File: config.mk
export PLATFORM = sky130hd
export DESIGN_NAME = mem_stage
export DESIGN_NICKNAME = d
export VERILOG_FILES = /design/src/rtl/mem_stage.sv
export SDC_FILE = /design/constraint.sdc
export NUM_CORES = 1
export LEC_CHECK = 0
export ABC_CLOCK_PERIOD_IN_PS = 3600
export BUFFER_PORTS_ARGS = -buffer_cell sky130_fd_sc_hd__buf_4
export CAP_MARGIN = 10
export CORE_AREA = 2 2 162 164
export CTS_BUF_LIST = sky130_fd_sc_hd__clkbuf_8
export DETAILED_ROUTE_END_ITERATION = 8
export DIE_AREA = 0 0 164 166
export PLACE_DENSITY = 0.56
export SLEW_MARGIN = 30
export SYNTH_ARGS = -nofsm -noshare
export SYNTH_HDL_FRONTEND = slang
export SYNTH_SLANG_ARGS = --single-unit
File: constraint.sdc
create_clock -name clk -period 3.6 [get_ports clk]
set_clock_uncertainty 0.1 [all_clocks]
set_input_delay 0.18 -clock clk [delete_from_list [all_inputs] [get_ports clk]]
set_output_delay 0.18 -clock clk [all_outputs]
set_load 0.05 [all_outputs]
File: src/rtl/mem_stage.sv
// rtl/mem_stage.sv - memory-access pipeline stage: load align/extend, rdata hold, WB and forwarding buses
//
// Ports:
//   clk, resetn           clock, synchronous active-low reset
//   EXE_to_MEM_BUS[108:0] {pc, gr_we, dest, exe_result, mem_sum, mem_en, load_op, rfrom_mem}
//   EXE_to_MEM_valid      execute offers an instruction
//   MEM_allowin           this stage can accept an instruction
//   data_sram_rdata       SRAM read word for the request issued last cycle
//   WB_allowin            write-back can accept
//   MEM_to_WB_valid       instruction offered to write-back
//   MEM_to_WB_BUS[69:0]   {pc, gr_we, dest, final_result}
//   MEM_RF_BUS[37:0]      {dest_fwd, rfrom_mem, final_result} for decode forwarding/hazards

module mem_stage (
    input  logic         clk,
    input  logic         resetn,
    input  logic [108:0] EXE_to_MEM_BUS,
    input  logic         EXE_to_MEM_valid,
    output logic         MEM_allowin,
    input  logic [31:0]  data_sram_rdata,
    input  logic         WB_allowin,
    output logic         MEM_to_WB_valid,
    output logic [69:0]  MEM_to_WB_BUS,
    output logic [37:0]  MEM_RF_BUS
);

    logic         mem_valid;
    logic [108:0] bus_r;
    logic [31:0]  rdata_buf;
    logic         rdata_held;

    logic         mem_ready_go;
    logic [31:0]  pc;
    logic         gr_we;
    logic [4:0]   dest;
    logic [31:0]  exe_result;
    logic [31:0]  mem_sum;
    logic         mem_en;
    logic [4:0]   load_op;
    logic         rfrom_mem;

    logic [31:0]  rdata;
    logic [1:0]   off;
    logic [7:0]   byte_sel;
    logic [15:0]  half_sel;
    logic [31:0]  load_data;
    logic [31:0]  final_result;
    logic [4:0]   dest_fwd;
    logic         unused_fields;

    assign pc         = bus_r[108:77];
    assign gr_we      = bus_r[76];
    assign dest       = bus_r[75:71];
    assign exe_result = bus_r[70:39];
    assign mem_sum    = bus_r[38:7];
    assign mem_en     = bus_r[6];
    assign load_op    = bus_r[5:1];
    assign rfrom_mem  = bus_r[0];

    // Store address/enable travel with the instruction but no result depends on them.
    assign unused_fields = ^{mem_sum, mem_en};

    assign mem_ready_go    = 1'b1;
    assign MEM_allowin     = !mem_valid || (mem_ready_go && WB_allowin);
    assign MEM_to_WB_valid = mem_valid && mem_ready_go;

    always_ff @(posedge clk) begin
        if (!resetn) begin
            mem_valid  <= 1'b0;
            bus_r      <= '0;
            rdata_buf  <= '0;
            rdata_held <= 1'b0;
        end else begin
            if (MEM_allowin) begin
                mem_valid <= EXE_to_MEM_valid;
            end
            if (EXE_to_MEM_valid && MEM_allowin) begin
                bus_r <= EXE_to_MEM_BUS;
            end
            // Not allowing in means a valid instruction is stalled by write-back.
            // Snapshot the SRAM word on the first stalled cycle only: afterwards
            // execute may already be driving a new request onto the SRAM.
            if (MEM_allowin) begin
                rdata_held <= 1'b0;
            end else if (!rdata_held) begin
                rdata_buf  <= data_sram_rdata;
                rdata_held <= 1'b1;
            end
        end
    end

    assign rdata = rdata_held ? rdata_buf : data_sram_rdata;
    assign off   = exe_result[1:0];

    always_comb begin
        byte_sel = rdata[7:0];
        case (off)
            2'd0: byte_sel = rdata[7:0];
            2'd1: byte_sel = rdata[15:8];
            2'd2: byte_sel = rdata[23:16];
            2'd3: byte_sel = rdata[31:24];
            default: byte_sel = rdata[7:0];
        endcase
    end

    // Misaligned halfwords are not trapped; off[0] simply has no effect.
    assign half_sel = off[1] ? rdata[31:16] : rdata[15:0];

    always_comb begin
        load_data = 32'd0;
        if (load_op[4]) begin
            load_data = rdata;
        end else if (load_op[3]) begin
            load_data = {{16{half_sel[15]}}, half_sel};
        end else if (load_op[2]) begin
            load_data = {16'd0, half_sel};
        end else if (load_op[1]) begin
            load_data = {{24{byte_sel[7]}}, byte_sel};
        end else if (load_op[0]) begin
            load_data = {24'd0, byte_sel};
        end
    end

    assign final_result = rfrom_mem ? load_data : exe_result;
    assign dest_fwd     = (gr_we && mem_valid) ? dest : 5'd0;

    assign MEM_to_WB_BUS = {pc, gr_we, dest, final_result};
    assign MEM_RF_BUS    = {dest_fwd, rfrom_mem, final_result};

endmodule

[After elaboration in Yosys (flattened, before gate mapping)]
Index checks and enable logic that the tools add are counted.
Word-level totals
  logic and storage cells: 23
  output and inout bits: 110
  register bits: 143
  input bits: 145
Operators by class
  eq/ne operators: 3
  mux-type cells: 11
  reductions and logical operators: 5
Operator list (number)
  two-way mux 32 bit: 6
  case mux 8 bit (4 select lines): 1
  two-way mux 16 bit: 1
  two-way mux 8 bit: 1
  two-way mux 5 bit: 1
  == test 2 bit, second input constant: 2
  == test 2 x 1 -> 1 bit, second input constant: 1
  logical AND 1 bit: 2
  logical NOT 2 bit: 1
  logical NOT 1 bit: 1
  logical OR 1 bit: 1
  two-way mux 1 bit: 1

[Logic depth before layout (Yosys ltp)]
Gate-level depths: netlist of run 1.
  depth after elaboration: 8
  gate-level depth with buffers: 9

[Worst setup path after synthesis of run 1]
Ideal clock, no wire load.
  kind: reg2out
  start: register bus_r[3]
  end: output MEM_to_WB_BUS[7]
  stages on the path, launching flop included: 7
  buffers on the path: 2
  slack: 494 ps
  arrival: 2826 ps
  cells stage by stage: dfxtp_1 -> or2_1 -> buf_2 -> a31oi_2 -> nand4_1 -> a221oi_1 -> buf_4
On the way
  cells in the longest elaborated chain, start to end: 4
Ends and longest elaborated chain
  start, declared: line 28  | logic [108:0] bus_r;
  start signal, assigned: line 78  | bus_r <= EXE_to_MEM_BUS;
  two-way mux 32 bit: line 115  | end else if (load_op[2]) begin
  two-way mux 32 bit: line 113  | end else if (load_op[3]) begin
  two-way mux 32 bit: line 111  | if (load_op[4]) begin
  two-way mux 32 bit: line 124  | assign final_result = rfrom_mem ? load_data : exe_result;
  end, declared: line 23  | output logic [69:0] MEM_to_WB_BUS,
No other way between the ends.

[Worst setup path after layout of run 1]
  start: register rdata_held
  end: output MEM_RF_BUS[13]
On the way
  cells in the longest elaborated chain, start to end: 7
  elaborated cells between the ends (all ways): 8
  classes of those cells: mux (8)
Ends and longest elaborated chain
  start, declared: line 30  | logic rdata_held;
  start signal, assigned: line 72  | rdata_held <= 1'b0;
  start signal, assigned: line 84  | rdata_held <= 1'b0;
  start signal, assigned: line 87  | rdata_held <= 1'b1;
  two-way mux 32 bit (*)
  case mux 8 bit (4 select lines): line 97  | case (off)
  two-way mux 32 bit: line 117  | end else if (load_op[1]) begin
  two-way mux 32 bit: line 115
  two-way mux 32 bit: line 113
  two-way mux 32 bit (*): line 111
  two-way mux 32 bit (*): line 124
  end, declared: line 24  | output logic [37:0] MEM_RF_BUS
Every way passes the cells marked *; elsewhere a longest branch is shown, timed or not.

==> results of run 1 <==
==> what timing repair did <==
item | CTS | global route
endpoints found under the hold margin | 89 | 0
hold buffers | 89 | 0
setup buffers | 0 | 0
==> layout make-up <==
type                            instances  area [µm²]
Fill cell                            2675       16880
Multi-Input combinational cell        535        3223
Timing Repair Buffer                  323        2664
Sequential cell                       110        2205
Tap cell                              335       419.2
Clock buffer                            9       123.9
Clock inverter                          7       87.58
Inverter                                3       11.26
==> worst max-delay path: stages (launching register included) <==
cell,delay [ns]
dfxtp_2,0.63
mux2i_1,0.29
a22oi_4,0.31
buf_4,0.27
a31oi_4,0.19
a221oi_2,0.42
buf_4,0.27
==> synth_stat cells (3+ instances only) <==
cell type	number	area, µm²
a21boi_0	79	593.1
a21boi_1	9	67.56
a21oi_1	19	95.09
a221oi_2	7	105.1
and2_1	3	18.77
and3_1	5	31.28
buf_1	3	11.26
buf_2	20	100.1
buf_4	74	555.5
clkbuf_1	36	135.1
dfxtp_1	110	2202
mux2i_1	41	410.4
nand2_1	213	799.5
nand2b_1	24	150.1
nand3_1	35	175.2
nand4_1	17	106.4
nor2_1	11	41.29
nor2b_1	3	18.77
o211a_1	20	200.2
o21a_1	5	37.54
o21ai_0	16	80.08
o221ai_1	6	52.55
o22a_1	4	35.03
==> power by group through the flow <==
| stage | sequential, W | clock, W | combinational, W |
|---|---|---|---|
| after global placement | 0.00136 | 0 | 0.000952 |
| final | 0.00134 | 0.000831 | 0.00103 |
| after CTS | 0.00134 | 0.000873 | 0.00104 |
| after floorplan | 0.00134 | 0 | 0.000711 |
| after global routing | 0.00135 | 0.000913 | 0.00110 |
| after detailed placement | 0.00136 | 0 | 0.000958 |
==> kinds of logic after synthesis <==
| kind of cell | Yosys count |
|---|---|
| buf+inv | 137 |
| mux | 44 |
| simple gates | 316 |
| flops | 110 |
| compound gates | 175 |
==> final timing paths <==
path                       from             end  slack (ns)  cells after the start
max                  rdata_held  MEM_RF_BUS[13]        0.52                      6
min          data_sram_rdata[3]    rdata_buf[3]        0.12                      4
max reg2reg     MEM_to_WB_valid       bus_r[63]        1.48                      6
min reg2reg           bus_r[56]       bus_r[56]        0.36                      2
==> layer usage <==
metal / vias to the layer above / track usage [%]
li1: 2995 / -
met1: 2790 / 19.87
met2: 148 / 24.44
met3: 11 / 2.897
met4: 0 / 3.356
met5: - / 0
==> registers in the layout, summed over array words and instances (netlist names) <==
signal           flops
bus_r               76
rdata_buf           32
MEM_to_WB_valid      1
rdata_held           1
==> per-stage QoR <==
step	worst slack, ns	utilization, %
6_report	0.5205	34.09
5_1_grt	0.3496	34.09
4_1_cts	0.5145	34.09
3_5_place_dp	0.9984	29.79
3_3_place_gp	1.004	29.78
2_1_floorplan	0.4939	-
==> impl_metrics.py, run 1 <==
metrics = {
    "cells_and_area": {
        "final_cell_mix": "buf_4 (232), nand2_1 (212), dfxtp_1 (108), dlygate4sd3_1 (89), a21boi_0 (79)",
        "postLayoutCellArea_um2": 8733,
        "antenna_cells": 0,
        "stdcell_count": 1322,
        "final_common_cell": "buf_4",
        "drive_above_1_share_pct": 27.56,
        "nets": 1127,
        "areaGrowthSynthToFinish_pct": 39.88,
    },
    "global_routing": {
        "grt_first_pass_wirelength_um": 31550,
        "overflow": 0,
        "grt_max_degree": 111,
        "antenna_found_initial": 0,
        "grt.total_usage_pct": 14.80,
        "first_global_vias": 5691,
    },
    "power_and_ir_drop": {
        "vdd_drop_max_mv": 0.1819,
        "p_total_w": 0.003196,
        "power.switching_w": 0.001186,
        "power.density_nw_per_um2": 366.0,
        "swShare_pct": 37.09,
        "pwr-share-comb_pct": 32.2,
        "clockPowerShare_pct": 26.0,
        "power_leakage_nw": 3.879,
        "pwr-share-seq_pct": 41.8,
        "internal_power_w": 0.002011,
    },
    "floorplan": {
        "fp.dieArea_um2": 27220,
        "die_width_um": 164,
        "start_util_pct": 24.37,
        "dieHeight_um": 166,
        "core_um2": 25620,
        "rows": 59,
        "ios": 255,
    },
    "clocking": {
        "root_buffer": "clkbuf_8",
        "clk_latency_ns": 0.40,
        "cts-resized-gates": 0,
        "cts_tree": "built",
        "cts_sinks": 110,
        "ctsHtreeMaxLevel": 3,
        "cts_buffers": 9,
        "clk_pin_slew_ns": 0.13,
        "cts_buffer_depth": 2,
    },
    "sta": {
        "hold_slack_ns": 0.1189,
        "drv_slew": 0,
        "fin_crit_ns": 3.079,
        "period_share_pct": 85.54,
        "max_freq_mhz": 324.7,
        "hold_viol": 0,
        "setup_violations": 0,
        "fin_tns_setup_ns": 0,
        "rsz0062_at_grt": "false",
        "worst_pin_slew_ns": 0.8037,
        "slew-limit-headroom_pct": 46.22,
    },
    "placed_design": {
        "gp_congestion": 0.7757,
        "placed_cells": 1217,
        "portBuffers": 221,
        "dpl-instance-area_um2": 7631,
        "hpwl_um": 14590,
    },
    "synthesis": {
        "synth_fa_ha_area_share_pct": 0,
        "syn_avg_cell_area_um2": 7.984,
        "synth_cells": 782,
        "synth_top_family_by_area": "compound AO/OA/AOI/OAI gates",
        "synth-edff-count": 0,
        "yosysWarnings": 0,
        "synthArstFlopShare_pct": 0,
        "yosys_most_used_dff": "dfxtp_1",
        "netlist_area_um2": 6243,
        "yosys.area_share.xor_xnor_pct": 0,
        "ys_ff_latch": 110,
        "synth.net_count": 927,
        "synth_compound_gate_area_share_pct": 22.12,
        "yosysSeqAreaShare_pct": 35.27,
        "yosysUniqueCellTypes": 42,
        "synth_mux_area_share_pct": 7.375,
        "yosys.area_share.simple_pct": 22.02,
    },
    "worst_setup_path": {
        "crit_fanout": 17,
        "critical_path.endpoint_type": "output port",
        "critPathKind": "reg2out",
        "crit_required_ns": 3.32,
        "startpoint_type": "register",
        "cp.arrival_ns": 2.80,
    },
    "hold_path": {
        "hp-class": "in2reg",
    },
    "run_status": {
        "outcome": "finished clean",
    },
    "drt": {
        "top_layer": "met4",
        "routed_wl_um": 20260,
        "ant_nets": 0,
        "met3_length_um": 989,
        "num_vias": 5944,
        "wl_met2_um": 9790,
        "vias_per_cell": 4.496,
        "wirelength_met1_um": 9276,
        "first_pass_iters": 4,
        "drt-initial-drc-count": 271,
        "wl_per_cell_um": 15.33,
        "post-route-drc-count": 0,
    },
    "run": {
        "cap_violations": 0,
    },
}
Power figures use the tool's default switching activity.
==> run 2: changes to the inputs <==
--- a/config.mk
+++ b/config.mk
@@ -13,6 +13,7 @@
 export DETAILED_ROUTE_END_ITERATION = 8
 export DIE_AREA = 0 0 164 166
 export PLACE_DENSITY = 0.56
+export RECOVER_POWER = 25
 export SLEW_MARGIN = 30
 export SYNTH_ARGS = -nofsm -noshare
 export SYNTH_HDL_FRONTEND = slang
==> constraint.sdc (replaced) <==
create_clock -name clk -period 3.6 [get_ports clk]
set_clock_uncertainty 0.1 [all_clocks]
set_input_delay 0.9 -clock clk [delete_from_list [all_inputs] [get_ports clk]]
set_output_delay 0.9 -clock clk [all_outputs]
set_load 0.05 [all_outputs]
==> run 2 against run 1 <==
Effect of this change:
- sequential share of layout area grew 2.3 points
- clock power shrank 2.4%
- largest cell class unchanged
- flip-flop and latch count is the same
- the flow now finishes with violations (capacitance limit, slew limit)
- critical path depth is the same
- critical endpoint is now MEM_to_WB_BUS[18]
- combinational power shrank 5%
- cell area shrank 8.4%
==> impl_metrics.py, run 2 (synthesis results as in run 1) <==
metrics = {
    "drt": {
        "drt-initial-drc-count": 327,
        "routed_wl_um": 20490,
        "first_pass_iters": 6,
        "vias_per_cell": 4.558,
        "wl_per_cell_um": 16.26,
        "ant_nets": 0,
        "num_vias": 5743,
        "post-route-drc-count": 0,
    },
    "worst_setup_path": {
        "crit_required_ns": 2.60,
        "crit_path_cell_trace": "buf_4 -> mux4_2 -> a21o_1 -> nand3_1 -> nand3_1 -> buf_4",
        "rr_endpoint": "rdata_buf[24]",
        "reg2regPathDepth": 4,
        "r2r_slack_ns": 1.13,
        "startpoint_type": "input port",
        "crit_fanout": 9,
        "critPathKind": "in2out",
        "worst_path_max_delay_cell": "mux4_2",
        "cp.arrival_ns": 2.47,
        "cpPeakStageDelay_ns": 0.48,
        "critical_path.endpoint_type": "output port",
        "r2r_start": "MEM_to_WB_valid",
    },
    "clocking": {
        "root_buffer": "clkbuf_8",
        "cts_buffers": 9,
        "cts_sinks": 110,
        "cts_buffer_depth": 2,
        "hold_buffers": 0,
        "cts_tree": "built",
        "clk_pin_slew_ns": 0.11,
        "clk_latency_ns": 0.39,
        "ctsHtreeMaxLevel": 3,
    },
    "cells_and_area": {
        "reg_top3": "bus_r: 76 flops, rdata_buf: 32 flops",
        "nets": 1063,
        "final_common_cell": "buf_4",
        "largest_reg_flops": 76,
        "multiInputGateArea_um2": 3283,
        "seqCellArea_um2": 2207,
        "drive_above_1_share_pct": 29.79,
        "final_cell_mix": "buf_4 (219), nand2_1 (212), dfxtp_1 (108), a21boi_0 (79), mux2i_1 (41)",
        "max_flop_register": "bus_r",
        "postLayoutCellArea_um2": 8000,
        "areaGrowthSynthToFinish_pct": 28.14,
        "stdcell_count": 1260,
        "nFillCells": 2793,
    },
    "hold_path": {
        "hold_path.startpoint": "bus_r[90]",
        "worstHoldEndpoint": "bus_r[90]",
        "hold_depth": 2,
        "hp-class": "reg2reg",
    },
    "global_routing": {
        "antenna_found_initial": 2,
        "overflow": 0,
        "grt.total_usage_pct": 14.92,
        "grt_max_degree": 62,
        "first_global_vias": 5588,
        "grt_first_pass_wirelength_um": 31400,
    },
    "floorplan": {
        "fp.dieArea_um2": 27220,
        "core_um2": 25620,
        "rows": 59,
        "ios": 255,
        "die_width_um": 164,
        "dieHeight_um": 166,
        "start_util_pct": 24.37,
    },
    "sta": {
        "max_freq_mhz": 288.5,
        "fin_crit_ns": 3.466,
        "hold_slack_ns": 0.3561,
        "rsz0062_at_grt": "false",
        "setup_violations": 0,
        "period_share_pct": 96.27,
        "slew-limit-headroom_pct": -11.62,
        "worst_pin_slew_ns": 1.674,
        "drv_slew": 43,
        "hold_viol": 0,
    },
    "placed_design": {
        "portBuffers": 221,
        "dpl-instance-area_um2": 7905,
        "hpwl_um": 15620,
        "gp_congestion": 0.8666,
        "placed_cells": 1241,
    },
    "power_and_ir_drop": {
        "power.density_nw_per_um2": 390.0,
        "power_leakage_nw": 3.561,
        "vdd_drop_max_mv": 0.1843,
    },
    "run_status": {
        "outcome": "finished with violations",
        "violations": "capacitance limit, slew limit",
    },
    "run": {
        "cap_violations": 1,
    },
}
[run 2: worst max path at each step]
stage,startpoint,depth (start not counted),to
after floorplan,data_sram_rdata[31],5,MEM_to_WB_BUS[10]
after global placement,data_sram_rdata[31],7,MEM_RF_BUS[23]
after detailed placement,data_sram_rdata[31],6,MEM_to_WB_BUS[18]
after CTS,rdata_held,6,MEM_RF_BUS[1]
after global routing,bus_r[3],5,MEM_RF_BUS[10]
final,data_sram_rdata[31],6,MEM_to_WB_BUS[18]
[run 2: routing by layer]
| layer | track usage, % | routed length, µm | up-vias | part of all wire (%) |
|---|---|---|---|---|
| met1 | 19.45 | 8926 | 2673 | 44 |
| li1 | - | - | 2868 | - |
| met5 | 0 | 13 | - | 0.063 |
| met2 | 22.93 | 9219 | 181 | 45 |
| met3 | 6.169 | 1966 | 19 | 9.6 |
| met4 | 3.432 | 367 | 2 | 1.8 |
[run 2: timing repair]
action / 4_1_cts / 5_1_grt
setup buffers: 0 / 1
endpoints found under the setup margin: 22 / 16
gates resized for setup: 1 / 2
[run 2: power by group]
group,leakage (nW),switching (W),internal (W)
logic,2.55,0.000643,0.000334
registers,0.905,0.0000469,0.00129
clock network,0.102,0.000479,0.000332
total,3.56,0.00117,0.00195
[run 2: area by class of cell]
type	instances	area share, %
Antenna cell	2	0.06256
Clock buffer	9	1.548
Tap cell	335	5.239
Clock inverter	7	1.001
Sequential cell	110	27.59
Inverter	3	0.1408
Multi-Input combinational cell	535	41.04
Timing Repair Buffer	259	23.38
[run 2: metrics by stage]
stage	power (W)	util [%]	TNS [ns]	worst slack, ns
after detailed placement	0.002364	30.86	0	0.1670
final	0.003120	31.23	0	0.1343
after floorplan	0.002060	-	-0.8775	-0.1230
after global routing	0.003286	31.21	0	0.03798
after CTS	0.003199	31.67	0	0.02631
after global placement	0.002357	30.86	0	0.1555
[run 2: worst max-delay path, delay by kind of cell]
| family | cells | cell delay, ns |
|---|---|---|
| buf+inv | 2 | 0.38 |
| compound gates | 1 | 0.35 |
| mux | 1 | 0.48 |
| simple gates | 2 | 0.34 |
